--- config.mk ---
export PLATFORM = sky130hd
export DESIGN_NAME = wl_bitser
export DESIGN_NICKNAME = d
export VERILOG_FILES = /design/src/rtl/wl_bitser_pkg.sv /design/src/rtl/wl_shift_lane.sv /design/src/rtl/wl_bitser.sv
export SDC_FILE = /design/constraint.sdc
export NUM_CORES = 1
export LEC_CHECK = 0
export CORE_MARGIN = 2
export CORE_UTILIZATION = 35
export CTS_BUF_LIST = sky130_fd_sc_hd__clkbuf_8
export DETAILED_ROUTE_END_ITERATION = 7
export PLACE_DENSITY_LB_ADDON = 0.15
export SYNTH_ARGS = -nofsm -noshare
export SYNTH_HDL_FRONTEND = slang
export SYNTH_SLANG_ARGS = --single-unit
--- constraint.sdc ---
create_clock -name clk -period 2.1 [get_ports clk]
set_input_delay 0.315 -clock clk [delete_from_list [all_inputs] [get_ports clk]]
set_output_delay 0.315 -clock clk [all_outputs]
set_load 0.02 [all_outputs]
--- src/rtl/wl_bitser_pkg.sv ---
// Shared types and sizing helpers for the word-line bit-serialiser.
// Latency: n/a (declarations only).
// Backpressure: n/a.
package wl_bitser_pkg;

    typedef enum logic {
        IDLE  = 1'b0,
        SHIFT = 1'b1
    } state_t;

    localparam int WL_N_ROW_DEF    = 8;
    localparam int WL_DW_DEF       = 6;
    localparam int WL_SIGN_IDX_DEF = WL_DW_DEF - 1;

    // Width of a slice index; never zero so DW=1 still gets a real port.
    function automatic int bidx_w(input int dw);
        return (dw > 1) ? $clog2(dw) : 1;
    endfunction

endpackage

--- src/rtl/wl_shift_lane.sv ---
// One activation row: loadable right-shift register with optional ReLU clamp on load.
// Latency: load/shift take effect on the next clock; bit0 is a register output.
// Backpressure: holds its value whenever neither load nor shift is asserted.
module wl_shift_lane
    import wl_bitser_pkg::*;
#(
    parameter int DW = WL_DW_DEF,
    parameter int SW = bidx_w(DW)
) (
    input  logic          clk,
    input  logic          rst_n,
    input  logic          load,
    input  logic          shift,
    input  logic          relu,
    input  logic [DW-1:0] din,
    input  logic [SW-1:0] ld_sh,
    input  logic [SW-1:0] sh,
    output logic          bit0
);

    logic [DW-1:0] q;
    logic [DW-1:0] clamped;

    assign clamped = (relu && din[DW-1]) ? '0 : din;

    always_ff @(posedge clk or negedge rst_n) begin
        if (!rst_n) begin
            q <= '0;
        end else if (load) begin
            q <= clamped >> ld_sh;
        end else if (shift) begin
            q <= q >> sh;
        end
    end

    assign bit0 = q[0];

endmodule

--- src/rtl/wl_bitser.sv ---
// Bit-serialises a vector of signed activations into LSB-first word-line slices; optional WL_BITSER_ZERO_SKIP_EN drops all-zero slices.
// Latency: first slice one cycle after capture; DW slices per vector (1..DW with zero-skip), no bubble back-to-back.
// Backpressure: out_ready=0 freezes the current slice; in_ready only opens in IDLE or on the accepted last slice.
module wl_bitser
    import wl_bitser_pkg::*;
#(
    parameter int N_ROW = WL_N_ROW_DEF,
    parameter int DW    = WL_DW_DEF
) (
    input  logic                   clk,
    input  logic                   rst_n,
    input  logic                   in_valid,
    output logic                   in_ready,
    input  logic [N_ROW*DW-1:0]    in_data,
    input  logic                   in_relu,
    output logic                   out_valid,
    input  logic                   out_ready,
    output logic [N_ROW-1:0]       wl,
    output logic [bidx_w(DW)-1:0]  bit_idx,
    output logic                   bit_neg,
    output logic                   frame_first,
    output logic                   frame_last
);

    localparam int              BW       = bidx_w(DW);
    localparam int              SIGN_IDX = DW - 1;
    localparam logic [BW-1:0]   SIGN_B   = BW'(SIGN_IDX);

    state_t          state;
    state_t          state_nxt;
    logic            alive;
    logic            cap;
    logic            adv;
    logic            last;
    logic            first_q;
    logic [BW-1:0]   idx_q;
    logic [BW-1:0]   first_idx;
    logic [BW-1:0]   nxt_idx;
    logic [BW-1:0]   ld_amt;
    logic [BW-1:0]   sh_amt;
    logic [N_ROW-1:0] lane_bit;

    // Goes high on the first clock after reset release so in_ready is registered out of reset.
    always_ff @(posedge clk or negedge rst_n) begin
        if (!rst_n) begin
            alive <= 1'b0;
        end else begin
            alive <= 1'b1;
        end
    end

    assign adv      = (state == SHIFT) && out_ready;
    assign in_ready = alive && ((state == IDLE) || (last && adv));
    assign cap      = in_valid && in_ready;

`ifdef WL_BITSER_ZERO_SKIP_EN
    logic [DW-1:0] occ;
    logic [DW-1:0] mask_q;

    // Column occupancy of the post-clamp vector: bit k set if any row has bit k set.
    always_comb begin
        occ = '0;
        for (int r = 0; r < N_ROW; r++) begin
            if (!(in_relu && in_data[r*DW + DW - 1])) begin
                occ = occ | in_data[r*DW +: DW];
            end
        end
    end

    always_ff @(posedge clk or negedge rst_n) begin
        if (!rst_n) begin
            mask_q <= '0;
        end else if (cap) begin
            mask_q <= occ;
        end
    end

    always_comb begin
        first_idx = '0;
        nxt_idx   = idx_q;
        last      = 1'b1;
        for (int k = DW - 1; k >= 0; k--) begin
            if (occ[k]) begin
                first_idx = BW'(k);
            end
            if (mask_q[k] && (k > int'(idx_q))) begin
                nxt_idx = BW'(k);
                last    = 1'b0;
            end
        end
        ld_amt = first_idx;
        sh_amt = nxt_idx - idx_q;
    end
`else
    always_comb begin
        first_idx = '0;
        nxt_idx   = idx_q + BW'(1);
        last      = (idx_q == SIGN_B);
        ld_amt    = '0;
        sh_amt    = BW'(1);
    end
`endif

    // FSM: state register
    always_ff @(posedge clk or negedge rst_n) begin
        if (!rst_n) begin
            state <= IDLE;
        end else begin
            state <= state_nxt;
        end
    end

    // FSM: next state
    always_comb begin
        state_nxt = state;
        case (state)
            IDLE: begin
                if (cap) begin
                    state_nxt = SHIFT;
                end
            end
            SHIFT: begin
                if (adv && last) begin
                    state_nxt = cap ? SHIFT : IDLE;
                end
            end
            default: state_nxt = IDLE;
        endcase
    end

    // Slice counter and first-slice marker; a capture always restarts the frame.
    always_ff @(posedge clk or negedge rst_n) begin
        if (!rst_n) begin
            idx_q   <= '0;
            first_q <= 1'b0;
        end else if (cap) begin
            idx_q   <= first_idx;
            first_q <= 1'b1;
        end else if (adv) begin
            first_q <= 1'b0;
            if (!last) begin
                idx_q <= nxt_idx;
            end
        end
    end

    for (genvar r = 0; r < N_ROW; r++) begin : g_lane
        wl_shift_lane #(
            .DW (DW),
            .SW (BW)
        ) u_lane (
            .clk   (clk),
            .rst_n (rst_n),
            .load  (cap),
            .shift (adv && !last),
            .relu  (in_relu),
            .din   (in_data[r*DW +: DW]),
            .ld_sh (ld_amt),
            .sh    (sh_amt),
            .bit0  (lane_bit[r])
        );
    end

    // FSM: outputs, forced to zero outside SHIFT
    always_comb begin
        out_valid   = 1'b0;
        wl          = '0;
        bit_idx     = '0;
        bit_neg     = 1'b0;
        frame_first = 1'b0;
        frame_last  = 1'b0;
        if (state == SHIFT) begin
            out_valid   = 1'b1;
            wl          = lane_bit;
            bit_idx     = idx_q;
            bit_neg     = (idx_q == SIGN_B);
            frame_first = first_q;
            frame_last  = last;
        end
    end

endmodule

* Yosys cells after proc, flatten, opt, wreduce, memory -nomap -nowiden
Cells that the tools add are included.
** Word-level totals
- Flip-flop bits (word level) :: 54
- Output and inout port bits :: 16
** Operators by class
- Add/sub/neg operators :: 1
- Equal/unequal tests :: 2
- Multiplexer cells :: 37
- Bitwise logic cells :: 1
- Reduce and logical (&&, ||, !) cells :: 18
** Operators by type and width (number)
- 6-bit two-way mux :: 24
- 1-bit logical AND :: 13
- 3-bit two-way mux :: 4
- 8-bit two-way mux :: 1
- 1-bit two-way mux :: 7
- 2-bit nonzero test :: 2
- 3-bit by 1-bit adder with 3-bit output, second input constant :: 1
- 3-bit == test, second input constant :: 1
- 2-bit != test, second input constant :: 1
- 1-bit one-hot mux with 2 select lines :: 1
- 2-bit AND reduction :: 1
- 1-bit logical NOT :: 1
- 1-bit logical OR :: 1
- 1-bit inverter :: 1

* Logic depth before layout (Yosys ltp)
- Depth in word-level cells :: 8
- Mapped depth :: 7
- Gate-level depth less buffers :: 5

* Cells and area by module
Synthesis repeated with hierarchy kept, for this count alone.
** Unflattened totals
- Cell total of the unflattened synthesis :: 583
- Area, all modules :: 5061.1 um^2
** By module, submodules not included
- wl_shift_lane at g_lane[1].u_lane ... :: instances 7, cells an instance 67, area an instance 583.1 um^2
- wl_shift_lane at g_lane[0].u_lane :: instances 1, cells an instance 68, area an instance 585.6 um^2
- wl_bitser :: instances 1, cells an instance 46, area an instance 394.1 um^2

* Worst setup path after synthesis
No wires, ideal clock.
- Path kind :: register to output
- From :: reg state
- To :: out frame_last
- Arrival time :: 1.386 ns
- Data required time :: 1.785 ns
- Slack :: 0.399 ns
- Stages on the path, launching flop included :: 6
- Cells stage by stage :: dfrtp_1 -> clkbuf_2 -> buf_2 -> buf_2 -> and3_2 -> buf_4
** On the way
- Word-level cells in the longest chain between the ends :: 1
** RTL lines
- start, declared :: RTL line wl_bitser.sv:29 : state_t state;
- start signal, assigned :: RTL line wl_bitser.sv:109 : state <= state_nxt;
- 1-bit two-way mux
- end, declared :: RTL line wl_bitser.sv:22 : output logic frame_last
Every way passes these cells.

* Final worst setup path
- From :: reg idx_q[1]
- To :: out in_ready
** On the way
- Word-level cells in the longest chain between the ends :: 4
** RTL lines
- start, declared :: RTL line wl_bitser.sv:36 : logic [BW-1:0] idx_q;
- start signal, assigned :: RTL line wl_bitser.sv:137 : idx_q <= first_idx;
- start signal, assigned :: RTL line wl_bitser.sv:142 : idx_q <= nxt_idx;
- 3-bit == test :: RTL line wl_bitser.sv:98 : last = (idx_q == SIGN_B);
- 1-bit logical AND :: RTL line wl_bitser.sv:53 : assign in_ready = alive && ((state == IDLE) || (last && adv));
- 1-bit logical OR :: RTL line wl_bitser.sv:53
- 1-bit logical AND :: RTL line wl_bitser.sv:53
- end, declared :: RTL line wl_bitser.sv:13 : output logic in_ready,
Every way passes these cells.

==> summary.txt <==
Run status
  • Outcome: completed

Final layout
  • Final Instance Count excl. Fillers: 535
  • Area grow syn2layout: 28.6%
  • Filler instances: 898
  • Post-route cell area: 4170 µm²
  • N_diodes: 0
  • Nets: 478
  • Fraction of layout instances using a drive strength above 1: 9.67%

Clock network
  • Clock slew at reported path FFs: 100 ps
  • CTS root buffer: clkbuf_8
  • H-tree levels: 2
  • Number of clock sinks: 54
  • Clock buffer depth: 2
  • TritonCTS clock tree: built
  • Clock buffers created by TritonCTS: 5
  • Clk_lat worst skew: 320 ps

Timing
  • Post-layout minimum cycle time: 1980 ps
  • Fin. Hold Viols: 0
  • RSZ-0062 raised after global routing: false
  • Fin. max-slew vios: 0
  • Setup Skew: 17.2 ps
  • Slew margin rel.: 56.8%
  • Worst slew pin tran: 648 ps
  • Final Hold Slack: 469 ps
  • Final worst-path cycle share: 94.2%
  • Final setup violation count: 0
  • Achievable Freq: 0.505 GHz

Drt
  • TritonRoute pass-1 iters: 4
  • Routed len/inst: 17.9 µm
  • # DRC: 0
  • Routed WL: 9.59 mm
  • Vias post-DR: 3,063
  • DRT iter0 DRCs: 181
  • Vias/cell: 5.73
  • Post-detailed-route count of antenna-violating nets: 0

Yosys
  • Top-count cell post-synth: dfrtp_1
  • Synth Area per Inst: 8.89 µm²
  • Top FF cell, synth: dfrtp_1
  • Async set-reset flop share out of synthesis: 100%
  • Syn nets: 420
  • Seq/Total Area, Yosys: 41.7%
  • Cells after Synth: 365
  • Seq cells post-synth: 54
  • Ranking of synthesized cells by area: dfrtp_1, a221oi_1, nand3_1
  • Area share of the largest cell type after synthesis: 41.7%
  • Synth cell count leaders: dfrtp_1, inv_1, nand3_1, o21ai_0, nand2_1
  • Yosys cell types: 37
  • Yosys top cell by area: dfrtp_1
  • Synth Cell Area: 3240 µm²
  • YS warnings: 0
  • Number of flops mapped to enable cells by yosys: 0

Placed design
  • Post-DP HPWL: 6.20 mm
  • RePlAce Congestion: 0.768
  • Cell Area, Placed: 4060 µm²
  • Dpl cells: 525
  • Port Buffers: 68

Global route
  • Grt ovf: 0
  • Initial antenna violation count: 0
  • Global-route wire length before repair: 15.5 mm
  • Largest net degree at the start of global routing: 39
  • GR Util All Layers: 19.3%
  • Vias in the first global route: 3,047

Setup path
  • Setup crit end kind: output port
  • Worst path arrival time: 1660 ps
  • CP Data Required Time: 1780 ps
  • Critical-path maximum fanout: 6
  • Crit Path Category: reg2out
  • Crit start category: register

Run
  • Max-cap violations: 0

Min path
  • Hold/Removal Path Class: in2async

Die
  • Die width: 100 µm
  • Standard-cell rows: 35
  • Core area: 9110 µm²
  • Chip height: 100 µm
  • Initial core utilization: 35.6%
  • # IOs: 69
  • Die ar.: 10,100 µm²

Pwr
  • Max VDD drop: 433 µV
  • Pwr Density: 1100 nW/µm²
  • Leak: 1.72 nW
-- kinds of logic (layout without fill, tap and decap cells) --
logic type,after synthesis,after routing,share of synthesized area [%]
buffers and inverters,74,133,10.9
adders and majority gates,2,2,0.771
DFF,54,54,41.7
muxes,8,8,2.47
and+or+nand+nor,96,96,15.3
other,1,1,0.116
AOI/OAI and AO/OA,130,130,28.8
-- placed cells by master (no fill, tap or decap), types with 8 or more instances in the layout --
cell,instances
a221oi_1,22
o22ai_1,13
o21ai_0,31
mux2i_1,8
clkdlybuf4s50_1,64
nand2_1,28
a2111oi_0,10
a221o_1,12
dfrtp_1,53
nand2b_1,8
inv_1,34
and2_1,22
buf_4,18
nand3_1,32
a31oi_1,22
-- metal layers --
layer | GRT usage [%] | share of wire (%) | up-vias
met3 | 3.41 | 6.4 | 12
met2 | 32.8 | 46 | 106
met4 | 4.74 | 1.3 | 0
li1 | - | - | 1459
met1 | 25.4 | 46 | 1486
met5 | 0 | 0 | -
-- layout make-up --
type	instances	area, µm²	area share [%]
clock buffers	5	68.8	1.65
multi-input cells	237	1550	37.1
flip-flops and latches	54	1360	32.5
well taps	111	139	3.33
repair buffers	93	928	22.2
inverters	32	120	2.88
clock inverters	3	15.0	0.360
-- per-stage QoR --
step / util (%) / power (mW) / setup slack, ps / TNS [ps]
after detailed placement: 44.6 / 3.97 / -6.60 / -16.5
after global routing: 45.8 / 4.91 / 34.6 / 0
after CTS: 45.6 / 4.56 / 5.66 / 0
after global placement: 44.6 / 3.93 / 1.03 / 0
after floorplan: - / 3.15 / 399 / 0
final: 45.8 / 4.57 / 121 / 0
-- repair_timing --
| action | in CTS | in global routing |
|---|---|---|
| hold endpoints to repair | 16 | 0 |
| gates resized for setup | 4 | 2 |
| gates cloned | 0 | 0 |
| buffers inserted | 0 | 1 |
| hold buffers | 1 | 0 |
| endpoints found under the setup margin | 15 | 23 |
| pin swaps | 0 | 0 |
-- report_power, final --
part	internal [mW]	switching (mW)
registers	1.46	0.303
clock network	0.228	0.364
logic	1.03	1.19
-- critical path: stages, from the launching register on --
cell and delay [ps]:
dfrtp_1 420, inv_1 70, ha_2 230, nand3_2 100
nand2_1 100, and2_1 110, dlygate4sd2_1 330
-- flip-flops by register name (all words and copies together), names as in the netlist --
signal and flops:
g_lane.u_lane.q 48, idx_q 3, alive 1, first_q 1
state 1
-- path summary, 6_finish.rpt --
path                       cells past startpoint                    end  slack, ps     start
setup / recovery                               6               in_ready        120  idx_q[1]
hold / removal                                 2  g_lane[6].u_lane.q[1]        470     rst_n
setup reg to reg                               7  g_lane[0].u_lane.q[1]        260  idx_q[1]
hold reg to reg                                2                first_q        480   first_q
max in group asynchronous                      3  g_lane[3].u_lane.q[4]       1050     rst_n
min in group clk                               2                first_q        480   first_q
Note: power is estimated with default switching activity, not from simulation.
==> RTL change, RTL diff (same settings) <==
Build with the macro `WL_BITSER_ZERO_SKIP_EN` defined.
--- a/src/rtl/wl_bitser.sv
+++ b/src/rtl/wl_bitser.sv
@@ -1,6 +1,8 @@
 // Bit-serialises a vector of signed activations into LSB-first word-line slices; optional WL_BITSER_ZERO_SKIP_EN drops all-zero slices.
 // Latency: first slice one cycle after capture; DW slices per vector (1..DW with zero-skip), no bubble back-to-back.
 // Backpressure: out_ready=0 freezes the current slice; in_ready only opens in IDLE or on the accepted last slice.
+`define WL_BITSER_ZERO_SKIP_EN
+
 module wl_bitser
     import wl_bitser_pkg::*;
 #(
Check against the original RTL: not equivalent (Yosys sat finds a counterexample within 4 cycles, from zero or initial values and one cycle with rst_n low).
==> RTL change against the original RTL <==
The run now ends with setup timing left; critical path depth rose by 11; routed wire length rose to 2.6 times the old value; hold slack got worse by 0.089 ns; via count rose by 110%; global-route usage rose by 11 points; sequential cell count rose by 5; sequential power rose by 27%; sequential share of layout area fell by 16 points; non-clock buffer count rose by 234; setup slack got worse by 1.3 ns; final area rose by 120%; total power rose to 4.0 times the old value; synthesized area rose by 62%.
==> RTL change: results (changes against the original RTL) <==
status finished with violations; failing checks setup timing; routed length on met1 10580 um (+140%); Post-Syn Nets 707 (+68%); iteration-0 DRC count of the detailed router 401 (+120%); critical path arrival 3.51 ns (+1.85 ns); share of post-route cells with drive strength above 1 43.96% (+34 points); met2 Usage GRT 49.61% (+17 points); met3 routed WL 1459 um (+140%); post-DP HPWL 18360 um (+200%); Inserted Diodes 0 (unchanged); WL met2 11530 um (+160%); Max clock buf depth 2 (unchanged); clk_lat worst skew 0.35 ns (+0.03 ns); Synth area leaders dfrtp_1 (28%), mux2i_1 (9.7%), nand2_1 (4.2%); post-synthesis instance total 652 (+79%); GPL Wtd Cong 0.9599 (+25%); Crit path max-delay family compound AO/OA/AOI/OAI gates; CP startpoint idx_q[0]$_DFFE_PN0P_; WL per Instance 21.78 um (+22%); Place WS -1.346 ns (-1.339 ns); mux share of post-synthesis cell area 12.72% (+10 points); VDD IR max 0.001067 V (+150%); placed cells 1064 (+100%); worst-path maximum fanout 5 (-1); Register-to-Register Path Depth 17 (+10); Setup crit end g_lane[6].u_lane.q[0]$_DFFE_PN0P_; met1 Track Usage GR 39.66% (+14 points); H-tree Lvls 3 (+1); Detailed Routing Iterations Pass 1 5 (+1); Critical Path Max Stage Delay 0.55 ns (+0.13 ns); Worst-path clk slew 0.08 ns (-0.02 ns); PnR worst setup slack -1.169 ns (-1.290 ns); final-report setup violation count 53 (+53); first-pass GRT wire length 37490 um (+140%); post-synthesis sequential area ratio 28.11% (-14 points); Largest regs g_lane.u_lane.q x48, mask_q x5, idx_q x3; number of global-route vias before repair 6694 (+120%); DR vias/cell 5.834 (+1.9%); r2r endpoint g_lane[6].u_lane.q[0]$_DFFE_PN0P_; Tot GR Track Use 29.95% (+11 points); Worst path slowest cell fa_2; placed instance area 7680 um^2 (+89%); post-synth cell types 69 (+86%); final wirelength 24570 um (+160%); GR Layer Usage met3 3.585% (+0.17 points); Primary FF master, synth dfrtp_1; synth cell count leaders dfrtp_1 (59), nand2_1 (59), nor2_1 (53); largest net degree at the start of global routing 35 (-10%); Post-Synth Adder-Cell Area 0.6193% (-0.15 points); # nets final 994 (+110%); Lkg Pwr 4.133 nW (+140%); number of buffers created by CTS 9 (+4); Synth Area in Compound Gates 29.99% (+1.2 points); Clock Skews 0.01218 ns (-0.004991 ns)
[RTL change: how the worst min path moves through the flow]
stage               start  cells after the start                                end  slack [ns]
finish              rst_n                      2  g_lane[7].u_lane.q[0]$_DFFE_PN0P_        0.38
global route        rst_n                      2  g_lane[7].u_lane.q[0]$_DFFE_PN0P_        0.38
CTS                 rst_n                      2  g_lane[7].u_lane.q[0]$_DFFE_PN0P_        0.38
floorplan           rst_n                      0                    alive$_DFF_PN0_        0.02
detailed placement  rst_n                      1  g_lane[7].u_lane.q[0]$_DFFE_PN0P_        0.22
global placement    rst_n                      1  g_lane[6].u_lane.q[0]$_DFFE_PN0P_        0.22
[RTL change: stage by stage]
step,setup TNS (ns),utilization (%),hold slack (ns)
detailed placement,-63.71,52.64,0.2242
global route,-56.77,62.88,0.3770
floorplan,-51.19,-,0.01941
CTS,-49.20,60.49,0.3778
global placement,-61.09,52.64,0.2198
finish,-50.64,62.88,0.3793
[RTL change: area by class of cell]
cell class / count / area (um^2)
multi-input cells: 518 / 4150
flip-flops and latches: 59 / 1479
clock buffers: 9 / 123.9
inverters: 24 / 101.3
repair buffers: 327 / 2989
well taps: 184 / 230.2
fillers: 1193 / 5415
clock inverters: 7 / 100.1
[RTL change: where the power goes]
| part | leakage [nW] | internal, mW | switching [mW] |
|---|---|---|---|
| Combinational | 3.28 | 7.76 | 7.25 |
| Clock | 0.102 | 0.676 | 0.530 |
| Sequential | 0.747 | 1.66 | 0.568 |
[RTL change: timing repair]
item	4_1_cts	5_1_grt
hold buffers	1	0
setup endpoints to repair	60	60
buffers inserted	34	18
cloned	7	0
gates resized for setup	154	93
endpoints found under the hold margin	11	0
pin swaps	45	51
